## src/rtl/keypad_scan_fifo.sv

```systemverilog
// Matrix keypad scanner with single-key debounce and a first-word-fall-through
// key-code FIFO. Columns are driven one-cold and rows are sampled active-low
// once per column slot. One key is tracked at a time, and each press produces
// exactly one code.
//
// state    | meaning
// ---------+----------------------------------------------------------------
// SCAN     | rotating columns, waiting for any row low at a sample
// DEBOUNCE | column frozen, counting consecutive low samples of latched row
// HELD     | code pushed, column frozen, counting consecutive high samples
module keypad_scan_fifo #(
  parameter int ROWS           = 4,
  parameter int COLS           = 4,
  parameter int SCAN_DIV       = 2700,
  parameter int DEBOUNCE_SCANS = 4,
  parameter int FIFO_DEPTH     = 4,
  localparam int CW            = $clog2(ROWS * COLS),
  localparam int FW            = $clog2(FIFO_DEPTH) + 1
) (
  input  logic            clk,
  input  logic            rst,
  input  logic [ROWS-1:0] row_in,
  output logic [COLS-1:0] col_o,
  output logic [CW-1:0]   key_code,
  output logic            key_valid,
  input  logic            key_ready,
  output logic [FW-1:0]   fifo_count,
  output logic            overflow,
  input  logic            clear
);

  localparam int RW = (ROWS > 1) ? $clog2(ROWS) : 1;
  localparam int KW = (COLS > 1) ? $clog2(COLS) : 1;
  localparam int DW = $clog2(SCAN_DIV);
  localparam int NW = $clog2(DEBOUNCE_SCANS + 1);
  localparam int PW = $clog2(FIFO_DEPTH);

  typedef enum logic [1:0] {
    SCAN     = 2'd0,
    DEBOUNCE = 2'd1,
    HELD     = 2'd2
  } state_t;

  state_t        state_q, state_d;
  logic [DW-1:0] div_q;
  logic [KW-1:0] col_q, col_d, col_adv;
  logic [NW-1:0] cnt_q, cnt_d;
  logic [RW-1:0] lat_row_q, lat_row_d;
  logic [RW-1:0] hit_row, push_row;
  logic          any_low;
  logic          sample;
  logic          cnt_last;
  logic          push;
  logic [CW-1:0] push_code;

  logic [CW-1:0] mem_q [FIFO_DEPTH];
  logic [PW-1:0] wr_ptr_q, rd_ptr_q;
  logic [FW-1:0] count_q, count_d;
  logic [CW-1:0] head_d;
  logic          pop, full, push_ok, drop;

  assign sample   = (div_q == DW'(SCAN_DIV - 1));
  assign cnt_last = (cnt_q == NW'(DEBOUNCE_SCANS - 1));
  assign col_adv  = (col_q == KW'(COLS - 1)) ? '0 : col_q + KW'(1);
  assign push_code = CW'(32'(push_row) * 32'(COLS) + 32'(col_q));

  // Slot divider: free-running 0..SCAN_DIV-1, the last count is the sample point.
  always_ff @(posedge clk) begin
    if (rst) begin
      div_q <= '0;
    end else if (sample) begin
      div_q <= '0;
    end else begin
      div_q <= div_q + DW'(1);
    end
  end

  // Lowest-index low row wins when several rows are pressed on one column.
  always_comb begin
    any_low = 1'b0;
    hit_row = '0;
    for (int i = ROWS - 1; i >= 0; i--) begin
      if (!row_in[i]) begin
        any_low = 1'b1;
        hit_row = RW'(i);
      end
    end
  end

  // Column drive: exactly one column low.
  always_comb begin
    col_o        = '1;
    col_o[col_q] = 1'b0;
  end

  // Scanner state register.
  always_ff @(posedge clk) begin
    if (rst) begin
      state_q   <= SCAN;
      col_q     <= '0;
      cnt_q     <= '0;
      lat_row_q <= '0;
    end else begin
      state_q   <= state_d;
      col_q     <= col_d;
      cnt_q     <= cnt_d;
      lat_row_q <= lat_row_d;
    end
  end

  // Scanner next state; everything only moves on a sample cycle.
  always_comb begin
    state_d   = state_q;
    col_d     = col_q;
    cnt_d     = cnt_q;
    lat_row_d = lat_row_q;
    push      = 1'b0;
    push_row  = lat_row_q;
    if (sample) begin
      case (state_q)
        SCAN: begin
          if (any_low) begin
            lat_row_d = hit_row;
            push_row  = hit_row;
            if (DEBOUNCE_SCANS == 1) begin
              push    = 1'b1;
              cnt_d   = '0;
              state_d = HELD;
            end else begin
              cnt_d   = NW'(1);
              state_d = DEBOUNCE;
            end
          end else begin
            col_d = col_adv;
          end
        end
        DEBOUNCE: begin
          if (!row_in[lat_row_q]) begin
            if (cnt_last) begin
              push    = 1'b1;
              cnt_d   = '0;
              state_d = HELD;
            end else begin
              cnt_d = cnt_q + NW'(1);
            end
          end else begin
            cnt_d   = '0;
            col_d   = col_adv;
            state_d = SCAN;
          end
        end
        HELD: begin
          if (row_in[lat_row_q]) begin
            if (cnt_last) begin
              cnt_d   = '0;
              col_d   = col_adv;
              state_d = SCAN;
            end else begin
              cnt_d = cnt_q + NW'(1);
            end
          end else begin
            cnt_d = '0;
          end
        end
        default: begin
          cnt_d   = '0;
          state_d = SCAN;
        end
      endcase
    end
  end

  // A push into a full FIFO still succeeds when the head is popped that cycle.
  assign pop        = key_valid && key_ready;
  assign full       = (count_q == FW'(FIFO_DEPTH));
  assign push_ok    = push && (!full || pop);
  assign drop       = push && full && !pop;
  assign fifo_count = count_q;

  // Occupancy after this cycle's push/pop.
  always_comb begin
    count_d = count_q;
    case ({push_ok, pop})
      2'b10:   count_d = count_q + FW'(1);
      2'b01:   count_d = count_q - FW'(1);
      default: count_d = count_q;
    endcase
  end

  // Next head: the registered key_code is kept one step ahead of the storage.
  always_comb begin
    head_d = key_code;
    if (pop) begin
      if (count_q == FW'(1)) begin
        if (push_ok) begin
          head_d = push_code;
        end
      end else begin
        head_d = mem_q[rd_ptr_q + PW'(1)];
      end
    end else if ((count_q == '0) && push_ok) begin
      head_d = push_code;
    end
  end

  // Storage array needs no reset; occupancy and the head register qualify it.
  always_ff @(posedge clk) begin
    if (push_ok) begin
      mem_q[wr_ptr_q] <= push_code;
    end
  end

  // FIFO pointers, occupancy, registered head and sticky overflow.
  always_ff @(posedge clk) begin
    if (rst) begin
      wr_ptr_q  <= '0;
      rd_ptr_q  <= '0;
      count_q   <= '0;
      key_code  <= '0;
      key_valid <= 1'b0;
      overflow  <= 1'b0;
    end else begin
      if (push_ok) begin
        wr_ptr_q <= wr_ptr_q + PW'(1);
      end
      if (pop) begin
        rd_ptr_q <= rd_ptr_q + PW'(1);
      end
      count_q   <= count_d;
      key_valid <= (count_d != '0);
      key_code  <= head_d;
      if (drop) begin
        overflow <= 1'b1;
      end else if (clear) begin
        overflow <= 1'b0;
      end
    end
  end

endmodule

```

## config.mk

```make
export PLATFORM = sky130hd
export DESIGN_NAME = keypad_scan_fifo
export DESIGN_NICKNAME = d
export VERILOG_FILES = /design/src/rtl/keypad_scan_fifo.sv
export SDC_FILE = /design/constraint.sdc
export NUM_CORES = 1
export LEC_CHECK = 0
export BUFFER_PORTS_ARGS = -buffer_cell sky130_fd_sc_hd__clkbuf_2
export CAP_MARGIN = 20
export CORE_AREA = 5 5 91 93
export CTS_CLUSTER_DIAMETER = 100
export DETAILED_ROUTE_END_ITERATION = 7
export DIE_AREA = 0 0 96 98
export SYNTH_ARGS = -nofsm -noshare
export SYNTH_HDL_FRONTEND = slang
export SYNTH_SLANG_ARGS = --single-unit
```

## constraint.sdc

```tcl
create_clock -name clk -period 3 [get_ports clk]
set_input_delay 0 -clock clk [delete_from_list [all_inputs] [get_ports clk]]
set_output_delay 0 -clock clk [all_outputs]
set_load 0.005 [all_outputs]
```

After elaboration in Yosys (flattened, before gate mapping)
Memories as Yosys holds them, arrays and structs flattened.
Index checks and enable logic that the tools add are counted.
Widths: inputs -> output; s select.
{"block": "totals", "ff_bits": 34, "ram_bits": 16, "memories": 1}
{"name": "mem_q", "depth": 4, "width": 4, "read_ports": 1, "rd_clocked_by_memory_dff": 0, "wr": 1, "line": "56", "source": "logic [CW-1:0] mem_q [FIFO_DEPTH];"}
{"block": "classes", "add_sub_neg": 8, "magnitude_cmp": 3, "n_eq_ne": 16, "mux": 45, "n_bitwise": 1, "n_reduce_logical": 20}
{"operator": "$mux 2", "count": 17}
{"operator": "$mux 4", "count": 4}
{"operator": "$mux 1", "count": 14}
{"operator": "$add 12x1->12 const B", "count": 1}
{"operator": "$eq 12x12->1 const B", "count": 1}
{"operator": "$mux 3", "count": 4}
{"operator": "$pmux 2 s3", "count": 2}
{"operator": "$ne 2x2->1 const B", "count": 5}
{"operator": "$pmux 3 s3", "count": 1}
{"operator": "$add 2x1->2 const B", "count": 3}
{"operator": "$add 3x1->3 const B", "count": 2}
{"operator": "$eq 2x2->1 const B", "count": 3}
{"operator": "$logic_and 1x1->1", "count": 6}
{"operator": "$lt 2x3->1 const B", "count": 2}
{"operator": "$ne 3x3->1 const B", "count": 2}
{"operator": "$pmux 3 s2", "count": 1}
{"operator": "$reduce_and 6->1", "count": 1}
{"operator": "$reduce_bool 3->1", "count": 2}
{"operator": "$reduce_and 5->1", "count": 1}
{"operator": "$add 4x2->4", "count": 1}
{"operator": "$eq 2x1->1 const B", "count": 2}
{"operator": "$not 4->4", "count": 1}
{"operator": "$reduce_and 2->1", "count": 2}
{"operator": "$reduce_bool 2->1", "count": 2}
{"operator": "12 further kinds", "count": 13}

Longest topological paths before layout
Gate-level depths: netlist of the first run.
{"block": "depth", "depth_word": 11, "depth_mapped": 11, "depth_no_buf": 11}

Least setup slack after synthesis of the first run
OpenSTA, ideal clock, no wires.
{"block": "synth_path", "path_kind": "register -> register", "from": "register div_q[0]", "to": "register key_code[0]", "arrival_ps": 2336, "path_slack_ps": 594, "path_stages_with_launch": 11, "path_buffers": 0, "path_cell_list": "dfxtp_1 ha_1 and3b_1 and4_1 nor3b_2 inv_1 ha_1 nand3_1 nand4b_1 a21o_1 a21oi_1"}
{"block": "synth_via", "elab_chain_cells": 6, "elab_cells_between_ends": 7}
{"item": "from (decl)", "line": "45", "source": "logic [DW-1:0] div_q;"}
{"item": "from (signal assigned)", "line": "74", "source": "div_q <= div_q + DW'(1);"}
{"item": "$eq 12x12->1 (*)", "line": "62", "source": "assign sample = (div_q == DW'(SCAN_DIV - 1));"}
{"item": "$mux 1 (*)", "line": "119", "source": "if (sample) begin"}
{"item": "$logic_and 1x1->1 (*)", "line": "176", "source": "assign push_ok = push && (!full || pop);"}
{"item": "net push_ok", "line": "60", "source": "logic pop, full, push_ok, drop;"}
{"item": "$logic_and 1x1->1", "line": "201", "source": "end else if ((count_q == '0) && push_ok) begin"}
{"item": "$reduce_bool 2->1 (no line)"}
{"item": "$reduce_and 2->1 (no line) (*)"}
{"item": "to (signal assigned)", "line": "219", "source": "key_code <= '0;"}
{"item": "to (signal assigned)", "line": "231", "source": "key_code <= head_d;"}
{"item": "to (decl)", "line": "24", "source": "output logic [CW-1:0] key_code,"}
The timed path passes the listed nets; every way through them passes the cells marked *.
A chain may end at the register's enable or synchronous reset.

Worst setup path in the final report of the first run
{"block": "layout_path", "from": "register state_q[0]", "to": "register key_code[0]"}
{"block": "layout_via", "elab_chain_cells": 7, "elab_cells_between_ends": 8}
{"item": "from (decl)", "line": "44", "source": "state_t state_q, state_d;"}
{"item": "from (signal assigned)", "line": "104", "source": "state_q <= state_d;"}
{"item": "$eq 2x1->1 (*)", "line": "120", "source": "case (state_q)"}
{"item": "$mux 1 (*)", "line": "120"}
{"item": "$mux 1 (*)", "line": "119"}
{"item": "$logic_and 1x1->1 (*)", "line": "176"}
{"item": "net push_ok", "line": "60"}
{"item": "$logic_and 1x1->1", "line": "201"}
{"item": "$reduce_bool 2->1 (no line)"}
{"item": "$reduce_and 2->1 (no line) (*)"}
Marked as above.

==> results of run 1 <==
==> state kept, by name (all words and copies together) (netlist names) <==
| name | cells |
|---|---|
| overflow | 1 |
| key_valid | 1 |
| wr_ptr_q | 2 |
| fifo_count | 3 |
| key_code | 4 |
| col_q | 2 |
| cnt_q | 3 |
| div_q | 12 |
| mem_q | 16 |
| state_q | 2 |
| lat_row_q | 2 |
| rd_ptr_q | 2 |
==> power groups by stage <==
stage	Clock (mW)	Combinational [mW]	Sequential, mW
3_3_place_gp	0	0.0283	0.715
3_5_place_dp	0	0.0286	0.716
2_1_floorplan	0	0.0166	0.715
5_1_grt	0.450	0.0344	0.700
4_1_cts	0.417	0.0298	0.700
6_report	0.401	0.0297	0.700
==> per-layer routing <==
metal	vias up	track usage [%]	part of all wire, %
met1	829	16.27	52
li1	925	-	-
met4	0	3.501	1.5
met5	-	0	0
met3	4	3.159	4.0
met2	24	14.92	43
==> area by class of cell <==
cell class | instances | area [µm²]
inverters | 19 | 71.32
flip-flops and latches | 50 | 1161
multi-input cells | 170 | 1267
well taps | 102 | 127.6
clock inverters | 3 | 23.77
fillers | 788 | 4609
repair buffers | 22 | 117.6
clock buffers | 5 | 68.82
==> repair_timing <==
item / in CTS / in global routing
resized for setup: 0 / 0
buffers inserted: 0 / 0
hold buffers: 1 / 0
hold endpoints to repair: 1 / 0
==> how the worst min path moves through the flow <==
stage | from | end | slack, ns | cells past startpoint
floorplan | clear | overflow$_SDFFE_PP0P_ | 0.20 | 2
global placement | clear | overflow$_SDFFE_PP0P_ | 0.30 | 3
detailed placement | clear | overflow$_SDFFE_PP0P_ | 0.31 | 3
CTS | row_in[0] | cnt_q[0]$_SDFFE_PP0P_ | 0.14 | 4
global route | rst | key_code[0]$_SDFFE_PP0P_ | 0.19 | 2
finish | row_in[0] | cnt_q[0]$_SDFFE_PP0P_ | 0.16 | 4
==> synth_stat cells (all sizes together) (2+ instances only) <==
library cell,n
nor2,24
nor3b,2
a21oi,16
nand2,15
inv,18
edfxtp,16
clkbuf,6
a221oi,2
a211oi,3
and4,4
and2,6
xnor2,7
nand4b,2
nor2b,3
nand4,4
nor3,3
mux2i,6
dfxtp,34
o21ai,6
nand3,7
and3,8
a21o,2
ha,17
a31oi,2
xor2,6
a41oi,2
mux4,5
nand2b,3
o31ai,2
==> cells by family after synthesis <==
| kind of cell | after synthesis | synth area share [%] |
|---|---|---|
| XOR/XNOR | 13 | 4.514 |
| AND/OR/NAND/NOR | 88 | 20.04 |
| AO/OA/AOI/OAI | 40 | 9.971 |
| multiplexers | 12 | 7.292 |
| buffers and inverters | 25 | 3.720 |
| flip-flops | 50 | 46.03 |
| adder cells (fa/ha/maj) | 17 | 8.432 |
==> cells in the final DEF, fill, tap and decap left out, types with 4 or more instances in the layout <==
cell,n
and3_1,6
nor2_1,24
dfxtp_1,34
xnor2_1,7
edfxtp_1,16
clkbuf_2,20
o21ai_0,6
nand4_1,4
mux4_2,5
xor2_1,6
clkbuf_8,5
inv_1,18
mux2i_1,6
ha_1,17
nand3_1,7
a21oi_1,16
nand2_1,15
and2_1,6
==> critical path: cells and delay by family (launching register included) <==
kind                     cells  cell delay (ns)
AND/OR/NAND/NOR              5             1.22
flip-flops                   1             0.57
AO/OA/AOI/OAI                2             0.37
adder cells (fa/ha/maj)      1             0.25
buffers and inverters        1             0.09
==> stage by stage <==
| step | util, % | instances | worst slack, ns | hold WS [ns] |
|---|---|---|---|---|
| after global placement | 36.73 | 362 | 0.5945 | 0.2971 |
| after CTS | 38.10 | 371 | 0.4385 | 0.1356 |
| after floorplan | - | 245 | 0.5936 | 0.1976 |
| final | 38.10 | 371 | 0.4510 | 0.1562 |
| after global routing | 38.10 | 371 | 0.2183 | 0.1917 |
| after detailed placement | 36.73 | 362 | 0.4710 | 0.3096 |
==> metrics.yaml, run 1 <==
outcome: "finished clean"
finalPower_mw: 1.130
synth.area.top_cells: "dfxtp_1, edfxtp_1, ha_1"
crit_type: "flip-flop to flip-flop"
p_int_mw: 0.8742
dr_total_vias: 1782
dieHeight_um: 98
design_area_mm2: 0.002838
relSlewSlack_pct: 57.87
hold_viol: 0
grt-ovfl-total: 0
p_leak_nw: 1.039
cts_num_sinks: 50
p_per_area_mw_per_mm2: 398.2
antenna_found_initial: 0
cp.required_ns: 3.24
final_antenna_net_count: 0
synthesis.area_mm2: 0.002522
cts_tree: "done"
num-nets-final: 293
slew_violations: 0
post_drt_via_cell_ratio: 4.803
cp.arrival_ns: 2.79
seqPwrFrac_pct: 61.9
regToRegSetupSlack_ns: 0.45
p_sw_share_pct: 22.64
synth-async-reset-ratio_pct: 0
dpl-instance-area_mm2: 0.002735
htree_levels: 2
rr_endpoint: "key_code[0]$_SDFFE_PP0P_"
fmax_ghz: 0.3923
drc_errors: 0
yosys.area.top_type: "dfxtp_1"
setup_tns_ns: 0
period_share_pct: 84.97
rsz0062_at_grt: "false"
syn_nets: 270
ios: 21
dpl.hpwl_um: 3556
root_buffer: "clkbuf_8"
rr_startpoint: "state_q[0]$_SDFFE_PP0P_"
maxCapViolations: 0
dieWidth_um: 96
final.setup_skew_ns: 0.01296
cp-end-kind: "flip-flop"
endpoint: "key_code[0]$_SDFFE_PP0P_"
critPathLaunch: "state_q[0]$_SDFFE_PP0P_"
synth_edf_count: 16
core_mm2: 0.007447
gp_congestion: 0.8308
cpPeakStageDelay_ns: 0.57
clkSlewWorstSetupHoldPaths_ns: 0.10
p_switching_mw: 0.2559
cp_slowest_cell: "dfxtp_1"
grt_pass1_vias: 1667
clk_latency_ns: 0.30
wl_per_cell_um: 13.02
initial_core_util_pct: 33.87
ys_types: 46
synth-seq-cells: 50
portBuffers: 20
drtPass1Iterations: 4
p_comb_share_pct: 2.6
drive_gt1_share_pct: 15.61
crit_chain: "nor4bb_1 > and4_1 > nor3b_2 > inv_1 > ha_1 > nand3_1 > nand4b_1 > a21o_1 > a21oi_1"
grt_max_degree: 20
setup.worst_path.start_class: "flip-flop"
cts_inserted_buffers: 5
grt_usage_pct: 10.89
peakVddDrop_mv: 0.2111
crit_fanout: 14
yosysSeqAreaShare_pct: 46.03
postSynthCellCount: 245
setup_viol: 0
hold_class: "input pin to flip-flop"
area_growth_pct: 12.50
antenna_cells: 0
reg2reg_depth: 9
fin_crit_ns: 2.549
routed_wirelength_um: 4831
worst_pin_slew_ns: 0.6320
synth_area_per_cell_um2: 10.30
yosysWarnings: 0
die-area_mm2: 0.009408
fp-row-count: 32
drtIter0Drc: 139
cts_max_path_buffers: 2
ys.flop_type: "dfxtp_1"
grt_pass1_wl_um: 8121
clockPowerShare_pct: 35.5
yosysTopAreaCellShare_pct: 26.98
Note: power is estimated with default switching activity, not from simulation.
==> run 2: changes to the inputs <==
clock period = 2.15 ns   (was 3 ns; I/O delays follow)
==> run 2 against run 1 <==
Critical path depth is 1 higher. Final cell count rose by 7.3%. Register-to-register slack worse by 0.44 ns. Via count rose by 6.2%. Combinational power rose by 84%. Sequential share of layout area fell by 4.2 points. Clock power up 71%. First-iteration DRC count decreased by 18%. Sequential power up 39%. Clock skew down 0.0011 ns. Utilization rose by 4.6 points. Worst setup slack got worse by 0.44 ns.
==> metrics.yaml, run 2 (same netlist as run 1, synthesis figures left out) <==
grt_pass1_vias: 1919
crit_type: "flip-flop to flip-flop"
critPathLaunch: "cnt_q[1]$_SDFFE_PP0P_"
fin_crit_ns: 2.141
cp_slowest_cell: "dfxtp_2"
period_share_pct: 99.60
drtPass1Iterations: 4
final.setup_skew_ns: 0.01185
max_flop_register: "mem_q"
ios: 21
post_drt_via_cell_ratio: 4.756
maxCapViolations: 0
rsz0062_at_grt: "true"
instances_no_fill: 398
wl_per_cell_um: 12.74
worst_pin_slew_ns: 0.4730
num-nets-final: 320
area_growth_pct: 25.94
cp.required_ns: 2.36
layout.area.seq_mm2: 0.001167
finalPower_mw: 1.717
dieWidth_um: 96
die-area_mm2: 0.009408
peakVddDrop_mv: 0.3133
antenna_found_initial: 0
largest_reg_flops: 16
setup_viol: 0
core_mm2: 0.007447
relSlewSlack_pct: 68.46
cp-end-kind: "flip-flop"
dpl.cell_count: 387
grt-ovfl-total: 0
crit_chain: "ha_4 > nor4bb_4 > and4_1 > nor3b_4 > inv_2 > ha_4 > a22o_1 > a21oi_2 > a311oi_1 > o21bai_1"
dpl-instance-area_mm2: 0.002965
slew_violations: 0
htree_levels: 2
cts_max_path_buffers: 2
cpMostUsedCell: "ha_4"
endpoint: "key_valid$_SDFF_PP0_"
grt_pass1_wl_um: 8832
hold_class: "input pin to flip-flop"
drtIter0Drc: 114
reg_top3: "mem_q x16, div_q x12, key_code x4"
p_leak_nw: 1.196
crit_fanout: 4
regToRegSetupSlack_ns: 0.009
root_buffer: "clkbuf_8"
cts_tree: "done"
cts_inserted_buffers: 5
rr_endpoint: "key_valid$_SDFF_PP0_"
clk_latency_ns: 0.31
fillers: 718
hold_viol: 0
drive_gt1_share_pct: 30.74
fmax_ghz: 0.4670
cts_num_sinks: 50
grt_usage_pct: 11.65
grt_max_degree: 20
cpPeakStageDelay_ns: 0.36
gp_congestion: 0.8241
initial_core_util_pct: 33.87
dieHeight_um: 98
outcome: "finished clean"
dr_total_vias: 1893
fin_util_pct: 42.66
reg2reg_depth: 10
design_area_mm2: 0.003177
dpl.hpwl_um: 3706
p_per_area_mw_per_mm2: 540.4
layout_common_cells: "dfxtp_1, buf_4, nor2_1"
cp.arrival_ns: 2.35
mostFrequentLayoutCell: "dfxtp_1"
setup.worst_path.start_class: "flip-flop"
multiInputGateArea_mm2: 0.001370
routed_wirelength_um: 5072
final_antenna_net_count: 0
clkSlewWorstSetupHoldPaths_ns: 0.10
portBuffers: 20
rr_startpoint: "cnt_q[1]$_SDFFE_PP0P_"
fp-row-count: 32
antenna_cells: 0
drc_errors: 0
run 2: worst min-delay path by stage:
stage                     cells past startpoint      start  slack (ns)                       end
final                                         2        rst        0.16  key_code[1]$_SDFFE_PP0P_
after global routing                          2        rst        0.18  key_code[1]$_SDFFE_PP0P_
after floorplan                               2      clear        0.20     overflow$_SDFFE_PP0P_
after detailed placement                      3      clear        0.30     overflow$_SDFFE_PP0P_
after global placement                        3      clear        0.28     overflow$_SDFFE_PP0P_
after CTS                                     4  row_in[0]        0.15     cnt_q[0]$_SDFFE_PP0P_
run 2: power by group:
| part | internal (mW) | switching (mW) | total (mW) |
|---|---|---|---|
| combinational | 0.0235 | 0.0313 | 0.0547 |
| sequential | 0.972 | 0.00330 | 0.975 |
| clock | 0.353 | 0.334 | 0.687 |
| total | 1.35 | 0.368 | 1.72 |
run 2: final cells by class:
cell class                      instances  share of cell area (%)
Clock buffer                            5                   2.166
Clock inverter                          3                   1.497
Inverter                               19                   2.245
Multi-Input combinational cell        170                   43.13
Sequential cell                        50                   36.75
Tap cell                              102                   4.017
Timing Repair Buffer                   49                   10.20
run 2: through the flow:
step | setup WS (ns) | hold slack [ns] | TNS (ns)
after global placement | -0.001594 | 0.2811 | -0.001688
after global routing | -0.09888 | 0.1815 | -0.3741
after CTS | -0.009991 | 0.1457 | -0.01169
final | 0.008682 | 0.1561 | 0
after detailed placement | -0.1533 | 0.2958 | -0.6493
after floorplan | -0.04738 | 0.1976 | -0.2128
run 2: metal layers:
layer,share of wire (%),vias up,wire [µm],GRT usage (%)
li1,-,976,-,-
met1,46,874,2351,15.81
met2,48,35,2418,18.16
met3,4.5,8,230,3.005
met4,1.4,0,71,3.392
met5,0,-,0,0
run 2: worst max-delay path: cells and delay by family (launching register included):
| family | cells | cell delay [ns] |
|---|---|---|
| simple gates | 3 | 0.70 |
| compound gates | 4 | 0.58 |
| flops | 1 | 0.36 |
| fa+ha+maj | 2 | 0.32 |
| buf+inv | 1 | 0.09 |
run 2: timing repair:
action	4_1_cts	5_1_grt
setup buffers	1	1
pin swaps	2	11
endpoints found under the setup margin	5	9
hold buffers	1	0
gates resized for setup	6	10
endpoints found under the hold margin	1	0
